### config.mk
export PLATFORM = sky130hd
export DESIGN_NAME = present_fifo_wrapper
export DESIGN_NICKNAME = d
export VERILOG_FILES = /design/src/rtl/present_fifo_wrapper.sv
export SDC_FILE = /design/constraint.sdc
export NUM_CORES = 1
export LEC_CHECK = 0
export ABC_AREA = 0
export ABC_CLOCK_PERIOD_IN_PS = 20700
export CAP_MARGIN = 10
export CORE_ASPECT_RATIO = 0.6
export CORE_UTILIZATION = 61
export DETAILED_ROUTE_END_ITERATION = 10
export PLACE_DENSITY = 0.89
export SETUP_SLACK_MARGIN = 0.2
export SYNTH_ARGS = -nofsm -noshare
export SYNTH_HDL_FRONTEND = slang
export SYNTH_SLANG_ARGS = --single-unit
### constraint.sdc
create_clock -name clk -period 20.7 [get_ports clk]
set_clock_uncertainty 0.1 [all_clocks]
set_input_delay 5.175 -clock clk [delete_from_list [all_inputs] [get_ports clk]]
set_output_delay 5.175 -clock clk [all_outputs]
set_load 0.05 [all_outputs]
### src/rtl/present_fifo_wrapper.sv
// PRESENT block-cipher bus front end: key/IV registers, input/output block FIFOs,
// ECB/CBC chaining, driving an external iterative core one block at a time.

module present_fifo_buf #(
  parameter int W     = 64,
  parameter int DEPTH = 4,
  parameter int CW    = $clog2(DEPTH) + 1
) (
  input  logic          clk,
  input  logic          reset,
  input  logic          flush,
  input  logic          push,
  input  logic          pop,
  input  logic [W-1:0]  wdata,
  output logic [W-1:0]  head,
  output logic          full,
  output logic          empty,
  output logic [CW-1:0] count
);
  localparam int AW = $clog2(DEPTH);

  logic [DEPTH-1:0][W-1:0] mem;
  logic [AW-1:0]           rd_ptr, wr_ptr;

  always_ff @(posedge clk)
    if (push) mem[wr_ptr] <= wdata;

  // Caller only asserts push/pop when legal; pointers wrap since DEPTH is a power of two.
  always_ff @(posedge clk or posedge reset) begin
    if (reset) begin
      rd_ptr <= '0;
      wr_ptr <= '0;
      count  <= '0;
    end else if (flush) begin
      rd_ptr <= '0;
      wr_ptr <= '0;
      count  <= '0;
    end else begin
      if (push) wr_ptr <= wr_ptr + 1'b1;
      if (pop)  rd_ptr <= rd_ptr + 1'b1;
      count <= count + CW'(push) - CW'(pop);
    end
  end

  assign head  = mem[rd_ptr];
  assign full  = (count == CW'(DEPTH));
  assign empty = (count == '0);
endmodule

module present_fifo_wrapper #(
  parameter int KEY_WIDTH  = 80,
  parameter int FIFO_DEPTH = 4
) (
  input  logic                 clk,
  input  logic                 reset,
  input  logic [31:0]          idat,
  input  logic                 enable_n,
  input  logic                 write_n,
  input  logic                 read_n,
  input  logic [3:0]           address,
  output logic [31:0]          odat,
  output logic                 core_start,
  output logic                 core_decrypt,
  output logic [KEY_WIDTH-1:0] core_key,
  output logic [63:0]          core_din,
  input  logic [63:0]          core_dout,
  input  logic                 core_done
);
  localparam int CW = $clog2(FIFO_DEPTH) + 1;

  typedef enum logic [1:0] {IDLE, ISSUE, WAIT} state_t;
  state_t state, state_nx;

  logic                 wr, rd, busy, ctrl_wr, clr, clr_flags, key_wr, iv_wr, err_set;
  logic                 din_lo_wr, dout_lo_rd, go, done_acc;
  logic                 in_push, in_pop, out_push, out_pop;
  logic                 in_full, in_empty, out_full, out_empty;
  logic [CW-1:0]        in_count, out_count;
  logic                 dec, cbc, ovf, udf, err, discard;
  logic [KEY_WIDTH-1:0] key_r;
  logic [31:0]          iv_hi, iv_lo, din_hi, rdata, status;
  logic [63:0]          chain, result, in_head, out_head;

  assign wr         = !enable_n && !write_n;
  assign rd         = !enable_n && !read_n && write_n;
  assign busy       = (state != IDLE);
  assign ctrl_wr    = wr && (address == 4'd0);
  assign clr        = ctrl_wr && idat[2];
  assign clr_flags  = clr || (ctrl_wr && idat[3]);
  assign key_wr     = wr && ((address inside {4'd2, 4'd3, 4'd4}) ||
                             (address == 4'd5 && KEY_WIDTH == 128));
  assign iv_wr      = wr && (address == 4'd6 || address == 4'd7);
  assign din_lo_wr  = wr && (address == 4'd9);
  assign dout_lo_rd = rd && (address == 4'd11);
  // A clear/clr_err write while busy is legitimate; only mode/key/IV changes flag err.
  assign err_set    = busy && ((ctrl_wr && !clr_flags) || key_wr || iv_wr);

  // Holding off issue on a clear edge keeps the flush from racing the engine pop.
  assign go       = (state == IDLE) && !in_empty && !out_full && !clr;
  assign done_acc = (state == WAIT) && core_done;
  assign in_pop   = go;
  assign in_push  = din_lo_wr && (!in_full || in_pop);
  assign out_push = done_acc && !discard && !clr;
  assign out_pop  = dout_lo_rd && !out_empty;
  assign result   = (cbc && dec) ? (core_dout ^ chain) : core_dout;

  present_fifo_buf #(.W(64), .DEPTH(FIFO_DEPTH), .CW(CW)) u_in (
    .clk, .reset, .flush(clr), .push(in_push), .pop(in_pop), .wdata({din_hi, idat}),
    .head(in_head), .full(in_full), .empty(in_empty), .count(in_count));

  present_fifo_buf #(.W(64), .DEPTH(FIFO_DEPTH), .CW(CW)) u_out (
    .clk, .reset, .flush(clr), .push(out_push), .pop(out_pop), .wdata(result),
    .head(out_head), .full(out_full), .empty(out_empty), .count(out_count));

  always_ff @(posedge clk or posedge reset)
    if (reset) state <= IDLE;
    else       state <= state_nx;

  always_comb begin
    state_nx   = state;
    core_start = 1'b0;
    case (state)
      IDLE:  if (go) state_nx = ISSUE;
      ISSUE: begin
        core_start = 1'b1;
        state_nx   = WAIT;
      end
      WAIT:  if (core_done) state_nx = IDLE;
      default: state_nx = IDLE;
    endcase
  end

  always_ff @(posedge clk or posedge reset) begin
    if (reset) begin
      dec      <= 1'b0;
      cbc      <= 1'b0;
      key_r    <= '0;
      iv_hi    <= '0;
      iv_lo    <= '0;
      din_hi   <= '0;
      chain    <= '0;
      ovf      <= 1'b0;
      udf      <= 1'b0;
      err      <= 1'b0;
      discard  <= 1'b0;
      core_din <= '0;
      odat     <= '0;
    end else begin
      if (ctrl_wr && !busy) begin
        dec <= idat[0];
        cbc <= idat[1];
      end
      if (key_wr && !busy) begin
        case (address)
          4'd2: key_r[KEY_WIDTH-1 -: 32]  <= idat;
          4'd3: key_r[KEY_WIDTH-33 -: 32] <= idat;
          4'd4: if (KEY_WIDTH == 128) key_r[63:32] <= idat;
                else                  key_r[15:0]  <= idat[15:0];
          default: if (KEY_WIDTH == 128) key_r[31:0] <= idat;
        endcase
      end
      if (wr && address == 4'd6 && !busy) iv_hi <= idat;
      if (wr && address == 4'd7 && !busy) iv_lo <= idat;
      if (wr && address == 4'd8)          din_hi <= idat;

      // In decrypt mode core_din is the raw ciphertext block, so it doubles as blk.
      if (clr)                                  chain <= {iv_hi, iv_lo};
      else if (wr && address == 4'd7 && !busy)  chain <= {iv_hi, idat};
      else if (out_push && cbc)                 chain <= dec ? core_din : core_dout;

      if (go) core_din <= (cbc && !dec) ? (in_head ^ chain) : in_head;

      if (done_acc)         discard <= 1'b0;
      else if (clr && busy) discard <= 1'b1;

      ovf <= clr_flags ? 1'b0 : (ovf | (din_lo_wr && in_full && !in_pop));
      udf <= clr_flags ? 1'b0 : (udf | (dout_lo_rd && out_empty));
      err <= clr_flags ? 1'b0 : (err | err_set);

      if (rd) odat <= rdata;
    end
  end

  assign status = {8'b0, 8'(out_count), 8'(in_count),
                   err, udf, ovf, out_empty, out_full, in_empty, in_full, busy};

  always_comb begin
    rdata = '0;
    case (address)
      4'd0:  rdata = {30'b0, cbc, dec};
      4'd1:  rdata = status;
      4'd2:  rdata = key_r[KEY_WIDTH-1 -: 32];
      4'd3:  rdata = key_r[KEY_WIDTH-33 -: 32];
      4'd4:  rdata = (KEY_WIDTH == 128) ? key_r[63:32] : {16'b0, key_r[15:0]};
      4'd5:  rdata = (KEY_WIDTH == 128) ? key_r[31:0] : 32'b0;
      4'd6:  rdata = iv_hi;
      4'd7:  rdata = iv_lo;
      4'd8:  rdata = din_hi;
      4'd10: if (!out_empty) rdata = out_head[63:32];
      4'd11: if (!out_empty) rdata = out_head[31:0];
      default: ;
    endcase
  end

  assign core_decrypt = dec;
  assign core_key     = key_r;
endmodule

; ---- Word level (Yosys, flattened, before mapping)
; Index checks and enable logic that the tools add are counted.
[word_totals]
register_bits = 870
in_bits = 106
wordCells = 173
[op_classes]
addsub = 8
order_cmp = 6
eq_ne = 16
mux = 38
bitwise = 5
reduce_logical = 70
[op_table]
columns = op, n
row1 = $mux W64, 10
row2 = $bwmux W256, 2
row3 = $pmux W32 S10, 1
row4 = $bmux W64 S2, 2
row5 = $demux W64 S2, 2
row6 = $xor A64 B64 Y64, 2
row7 = $mux W32, 2
row8 = $logic_and A1 B1 Y1, 36
row9 = $mux W2, 10
row10 = $eq A4 B4 Y1 const B, 4
row11 = $logic_not A1 Y1, 13
row12 = $eq A4 B3 Y1 const B, 3
row13 = $lt A2 B3 Y1 const B, 4
row14 = $reduce_bool A2 Y1, 6
row15 = $add A2 B1 Y2 const B, 4
row16 = $eq A4 B2 Y1 const B, 2
row17 = $reduce_and A2 Y1, 4
row18 = $add A3 B1 Y3, 2
row19 = $eq A3 B3 Y1 const B, 2
row20 = $logic_not A3 Y1, 2
row21 = $mux W1, 6
row22 = $mux W3, 2
row23 = $pmux W2 S3, 1
row24 = $reduce_bool A3 Y1, 2
row25 = other kinds (10), 19

; ---- Depth between registers and ports, before layout
[logic_depth]
depth_word = 12
ltp_mapped = 15

; ---- By module
; From an unflattened synthesis, not the netlist that was laid out.
[hier_totals]
cells_unflattened = 2502
area_unflattened_um2 = 37666.1
[modules_own_cells]
columns = module, instances, cells_each, area_each_um2, seq_area_each_um2
row1 = present_fifo_buf, 2, 374, 9698.1, 7862.5
row2 = present_fifo_wrapper, 1, 1754, 18270.0, 8608.3

; ---- Least setup slack after synthesis
; No wires, ideal clock.
[synth_timing]
path_kind = in2reg
start = input port core_done
end = register u_out.mem[0] (netlist name), enable pin
t_arrival_ps = 7476
required_time_ps = 20171
setup_slack_ps = 12695
stages = 4
path_cell_list = nor4bb_1 -> clkbuf_1 -> clkbuf_1 -> and3_1
[synth_between]
elab_chain_cells = 3
[synth_rtl]
columns = element, line
row1 = start: declaration, 67  ; input logic core_done
row2 = $logic_and A1 B1 Y1, 100  ; assign done_acc = (state == WAIT) && core_done;
row3 = $logic_and A1 B1 Y1 (2 in series), 103  ; assign out_push = done_acc && !discard && !clr;
row4 = end signal: indexed assignment, 26  ; if (push) mem[wr_ptr] <= wdata;
row5 = end: declaration, 22  ; logic [DEPTH-1:0][W-1:0] mem;
; No other way between the ends.
; A chain may end at the register's enable or synchronous reset.

; ---- Final worst setup path
[layout_timing]
start = input port address[2]
end = register chain[14]
[layout_between]
elab_chain_cells = 7
elab_cells_between_ends = 12
cone_classes = 1 x eq/ne / 2 x mux / 9 x reduce/logical
[layout_rtl]
columns = element, line
row1 = start: declaration, 60  ; input logic [3:0] address,
row2 = $logic_not A4 Y1, 87  ; assign ctrl_wr = wr && (address == 4'd0);
row3 = $logic_and A1 B1 Y1, 87
row4 = $logic_and A1 B1 Y1, 88  ; assign clr = ctrl_wr && idat[2];
row5 = $logic_not A1 Y1, 103
row6 = $logic_and A1 B1 Y1, 103
row7 = $logic_and A1 B1 Y1, 169  ; else if (out_push && cbc) chain <= dec ? core_din : core_dout;
row8 = $reduce_bool A3 Y1 (no line), --
row9 = end signal: assignment, 167  ; if (clr) chain <= {iv_hi, iv_lo};
row10 = end signal: assignment, 168  ; else if (wr && address == 4'd7 && !busy) chain <= {iv_hi, idat};
row11 = end signal: assignment, 169
row12 = end: declaration, 82  ; logic [63:0] chain, result, in_head, out_head;
; Parallel ways exist; a longest one is shown, timed or not.

==> flow_summary.toml <==
[outcome]
status = "finished, final reports clean"

[clock_network]
hold_buffers = 0
htree_levels = 3
cts.root.buffer_cell = "sky130_fd_sc_hd__clkbuf_16"
cts-resized-gates = 0
tritoncts = "built"
number_of_buffers_on_the_longest_clock_path = 3
cts.sink_count = 870
cts_setup_buffers = 0
cts_made_buffers = 76
clock_latency_ns = 0.64
clkTransAtPathRegs_ns = 0.07

[detailed_routing]
post_drt_via_cell_ratio = 6.893
via_count = 24720
violation_count_after_the_first_detailed_route_iteration = 4253
avgRoutedWirePerCell_um = 33.91
dr.pass1.iters = 6
drt_wl_total_um = 121600
detail-route-antenna-nets = 0
detail_route.drc_violations = 0

[setup_path]
path_max_fanout = 57
critical-path-max-stage-delay_ns = 0.85
setup.worst_path.end_class = "flop"
critical-path-top-delay-family = "buffers and inverters"
timing.critical_path.slowest_stage_cell = "sky130_fd_sc_hd__and3_2"
worst_path_most_repeated_cell = "sky130_fd_sc_hd__buf_4"
path_class = "primary input to flop"
setup.worst_path.start_class = "primary input"
critical_path_buf_inv_count = 3
required_ns = 21.16
critical_path_arrival_ns = 8.83
cp_cell_sequence = "buf_2 > buf_4 > and4b_1 > and3_2 > buf_4 > a22oi_1 > a2bb2oi_1"

[power_and_ir_drop]
largest_vdd_supply_drop_v = 0.00008509
net-switching-power_w = 0.002184
clkPwrFrac = 0.245
cell_internal_pwr_w = 0.003807
leakage_nw = 16.06
combPwrFrac = 0.334
switching_share = 0.3646
power.share.sequential = 0.421
power-per-cell-area_mw_per_mm2 = 136.6

[global_routing]
grt-ovfl-total = 0
vias_in_the_first_global_route = 24330
gr-usage-all-layers = 0.3935
grt_max_degree = 166
global_route_wire_length_before_repair_um = 174300
grt_antenna_before_repair = 9

[yosys]
synth_seq_cells = 870
ys_types = 69
synthArstFlopShare = 0.4115
syn_area_mm2 = 0.03787
count_of_yosys_warnings_during_synthesis = 0
synth_cells = 2459
net_count_after_synthesis = 2579
synth_enable_flop_cells = 512
synth-seq-area-share = 0.6425
syn_avg_cell_area_um2 = 15.40
synthFlopType = "sky130_fd_sc_hd__edfxtp_1"

[cells_and_area]
seqCellArea_mm2 = 0.02435
areaGrowthSynthToFinish_pct = 15.81
net_count_reported_at_finish = 2815
post-route-util = 0.7174
mostFrequentLayoutCell = "sky130_fd_sc_hd__edfxtp_1"
multiInputGateArea_mm2 = 0.01271
final.fill_count = 3817
layout_common_cells = "512 x sky130_fd_sc_hd__edfxtp_1, 353 x sky130_fd_sc_hd__dfrtp_1, 304 x sky130_fd_sc_hd__nand2_1"
post_route_cells_drive_above_1_share = 0.2075

[timing]
timing_worst_slew_pin_value_ns = 1.175
rsz0062_at_grt = "false"
timing.final.crit_share = 0.4041
slew_headroom = 0.2130
drv_slew = 0
layout_min_cycle_time_ns = 8.365
timing_hold_violations_final = 0
maximum_clock_frequency_ghz = 0.1195
tns_ns = 0
finalSetupViolations = 0

[floorplanning]
placeableCoreArea_mm2 = 0.06113
initial_utilization = 0.6195
core.rowCount = 70
fp.dieW_um = 323.7
io_pins = 284
design.die.area_mm2 = 0.06312
die-height_um = 195.0

[run]
cap_violations = 0

[placed_design]
io_buffer_count = 283
gp_congestion = 1.004
hpwl_reported_at_the_end_of_detailed_placement_um = 80560

[worst_hold_path]
hp-class = "flop to flop"
## routing by layer
layer	part of all wire	track usage	wire, um	up-vias
met3	0.19	0.2243	23080	251
met1	0.37	0.5601	45210	12640
met5	0.00073	0	89	-
met2	0.41	0.5210	50120	2005
li1	-	-	-	9809
met4	0.026	0.09574	3113	10
## through the flow
step / setup WS [ns] / hold WS (ns) / power (W) / std cells / instance area, um2
after global routing: 12.26 / 0.4314 / 0.006146 / 3586 / 43860
after global placement: 11.85 / 0.3809 / 0.004426 / 3445 / 41340
after detailed placement: 11.81 / 0.3934 / 0.004479 / 3445 / 41340
after CTS: 12.48 / 0.4071 / 0.005943 / 3585 / 43850
after floorplan: 5.491 / 0.3625 / 0.003750 / 2459 / 37870
final: 12.33 / 0.4144 / 0.005991 / 3586 / 43860
## final timing paths
path / startpoint / endpoint / slack [ns] / cells past startpoint
min: iv_lo[10] / iv_lo[10] / 0.41 / 2
min in group asynchronous: reset / core_key[49] / 4.97 / 2
min reg2reg: iv_lo[10] / iv_lo[10] / 0.41 / 2
max: address[2] / chain[14] / 12.33 / 7
max in group asynchronous: reset / u_out.rd_ptr[0] / 13.76 / 3
max reg2reg: state[0] / u_in.count[2] / 16.87 / 12
## logic make-up after synthesis
logic type / share of synthesized area
AO/OA/AOI/OAI: 0.06297
buffers and inverters: 0.02316
adder cells (fa/ha/maj): 0.005022
AND/OR/NAND/NOR: 0.05266
multiplexers: 0.1822
flip-flops: 0.6425
XOR/XNOR: 0.03145
## power by group through the flow
stage               registers [W]  logic (W)  clock network, W
floorplan                 0.00275   0.000997                 0
global placement          0.00251    0.00191                 0
detailed placement        0.00253    0.00195                 0
CTS                       0.00250    0.00197           0.00147
global route              0.00254    0.00207           0.00153
finish                    0.00252    0.00200           0.00147
## Yosys cell counts (7+ instances only)
master                      instances  share of area
sky130_fd_sc_hd__a21oi_1           29         0.0038
sky130_fd_sc_hd__a22o_1             9         0.0021
sky130_fd_sc_hd__a22oi_1           49         0.0097
sky130_fd_sc_hd__a2bb2oi_1         40         0.0093
sky130_fd_sc_hd__a32oi_1           30         0.0069
sky130_fd_sc_hd__and2_1             7         0.0012
sky130_fd_sc_hd__and3_1            16         0.0026
sky130_fd_sc_hd__buf_1             16         0.0016
sky130_fd_sc_hd__buf_2             62         0.0082
sky130_fd_sc_hd__buf_4             13         0.0026
sky130_fd_sc_hd__clkbuf_1          72         0.0071
sky130_fd_sc_hd__dfrtp_1          358           0.24
sky130_fd_sc_hd__edfxtp_1         512           0.41
sky130_fd_sc_hd__ha_1              12         0.0040
sky130_fd_sc_hd__inv_1             18         0.0018
sky130_fd_sc_hd__mux2_1            43          0.013
sky130_fd_sc_hd__mux2_2           192          0.057
sky130_fd_sc_hd__mux2_4            49          0.019
sky130_fd_sc_hd__mux2i_1           41          0.011
sky130_fd_sc_hd__mux4_2           138          0.082
sky130_fd_sc_hd__nand2_1          304          0.030
sky130_fd_sc_hd__nand3_1           46         0.0061
sky130_fd_sc_hd__nor2_1            23         0.0023
sky130_fd_sc_hd__nor2b_1           13         0.0021
sky130_fd_sc_hd__o211ai_1          35         0.0069
sky130_fd_sc_hd__o21ai_0           77          0.010
sky130_fd_sc_hd__o21ai_1           25         0.0033
sky130_fd_sc_hd__xnor2_1          132          0.031
## state kept, by name (all words and copies together), names as in the netlist
| register | flops |
|---|---|
| cbc | 1 |
| chain | 64 |
| core_decrypt | 1 |
| core_din | 64 |
| core_key | 80 |
| din_hi | 32 |
| discard | 1 |
| err | 1 |
| iv_hi | 32 |
| iv_lo | 32 |
| odat | 32 |
| ovf | 1 |
| state | 2 |
| u_in.count | 3 |
| u_in.mem | 256 |
| u_in.rd_ptr | 2 |
| u_in.wr_ptr | 2 |
| u_out.count | 3 |
| u_out.mem | 256 |
| u_out.rd_ptr | 2 |
| u_out.wr_ptr | 2 |
| udf | 1 |
## layout make-up
| cell class | instances | area share |
|---|---|---|
| multi-input combinational | 1401 | 0.2898 |
| tap | 828 | 0.02362 |
| clock inverter | 41 | 0.01021 |
| sequential | 870 | 0.5551 |
| clock buffer | 99 | 0.04719 |
| antenna | 1 | 0.00005706 |
| timing repair buffer | 327 | 0.07218 |
| inverter | 19 | 0.001797 |
## tightest hold or removal path: cells and delay by family (launching register included)
family / cells / cell delay, ns
DFF: 1 / 0.36
and+or+nand+nor: 2 / 0.11
Note: power is estimated with default switching activity, not from simulation.
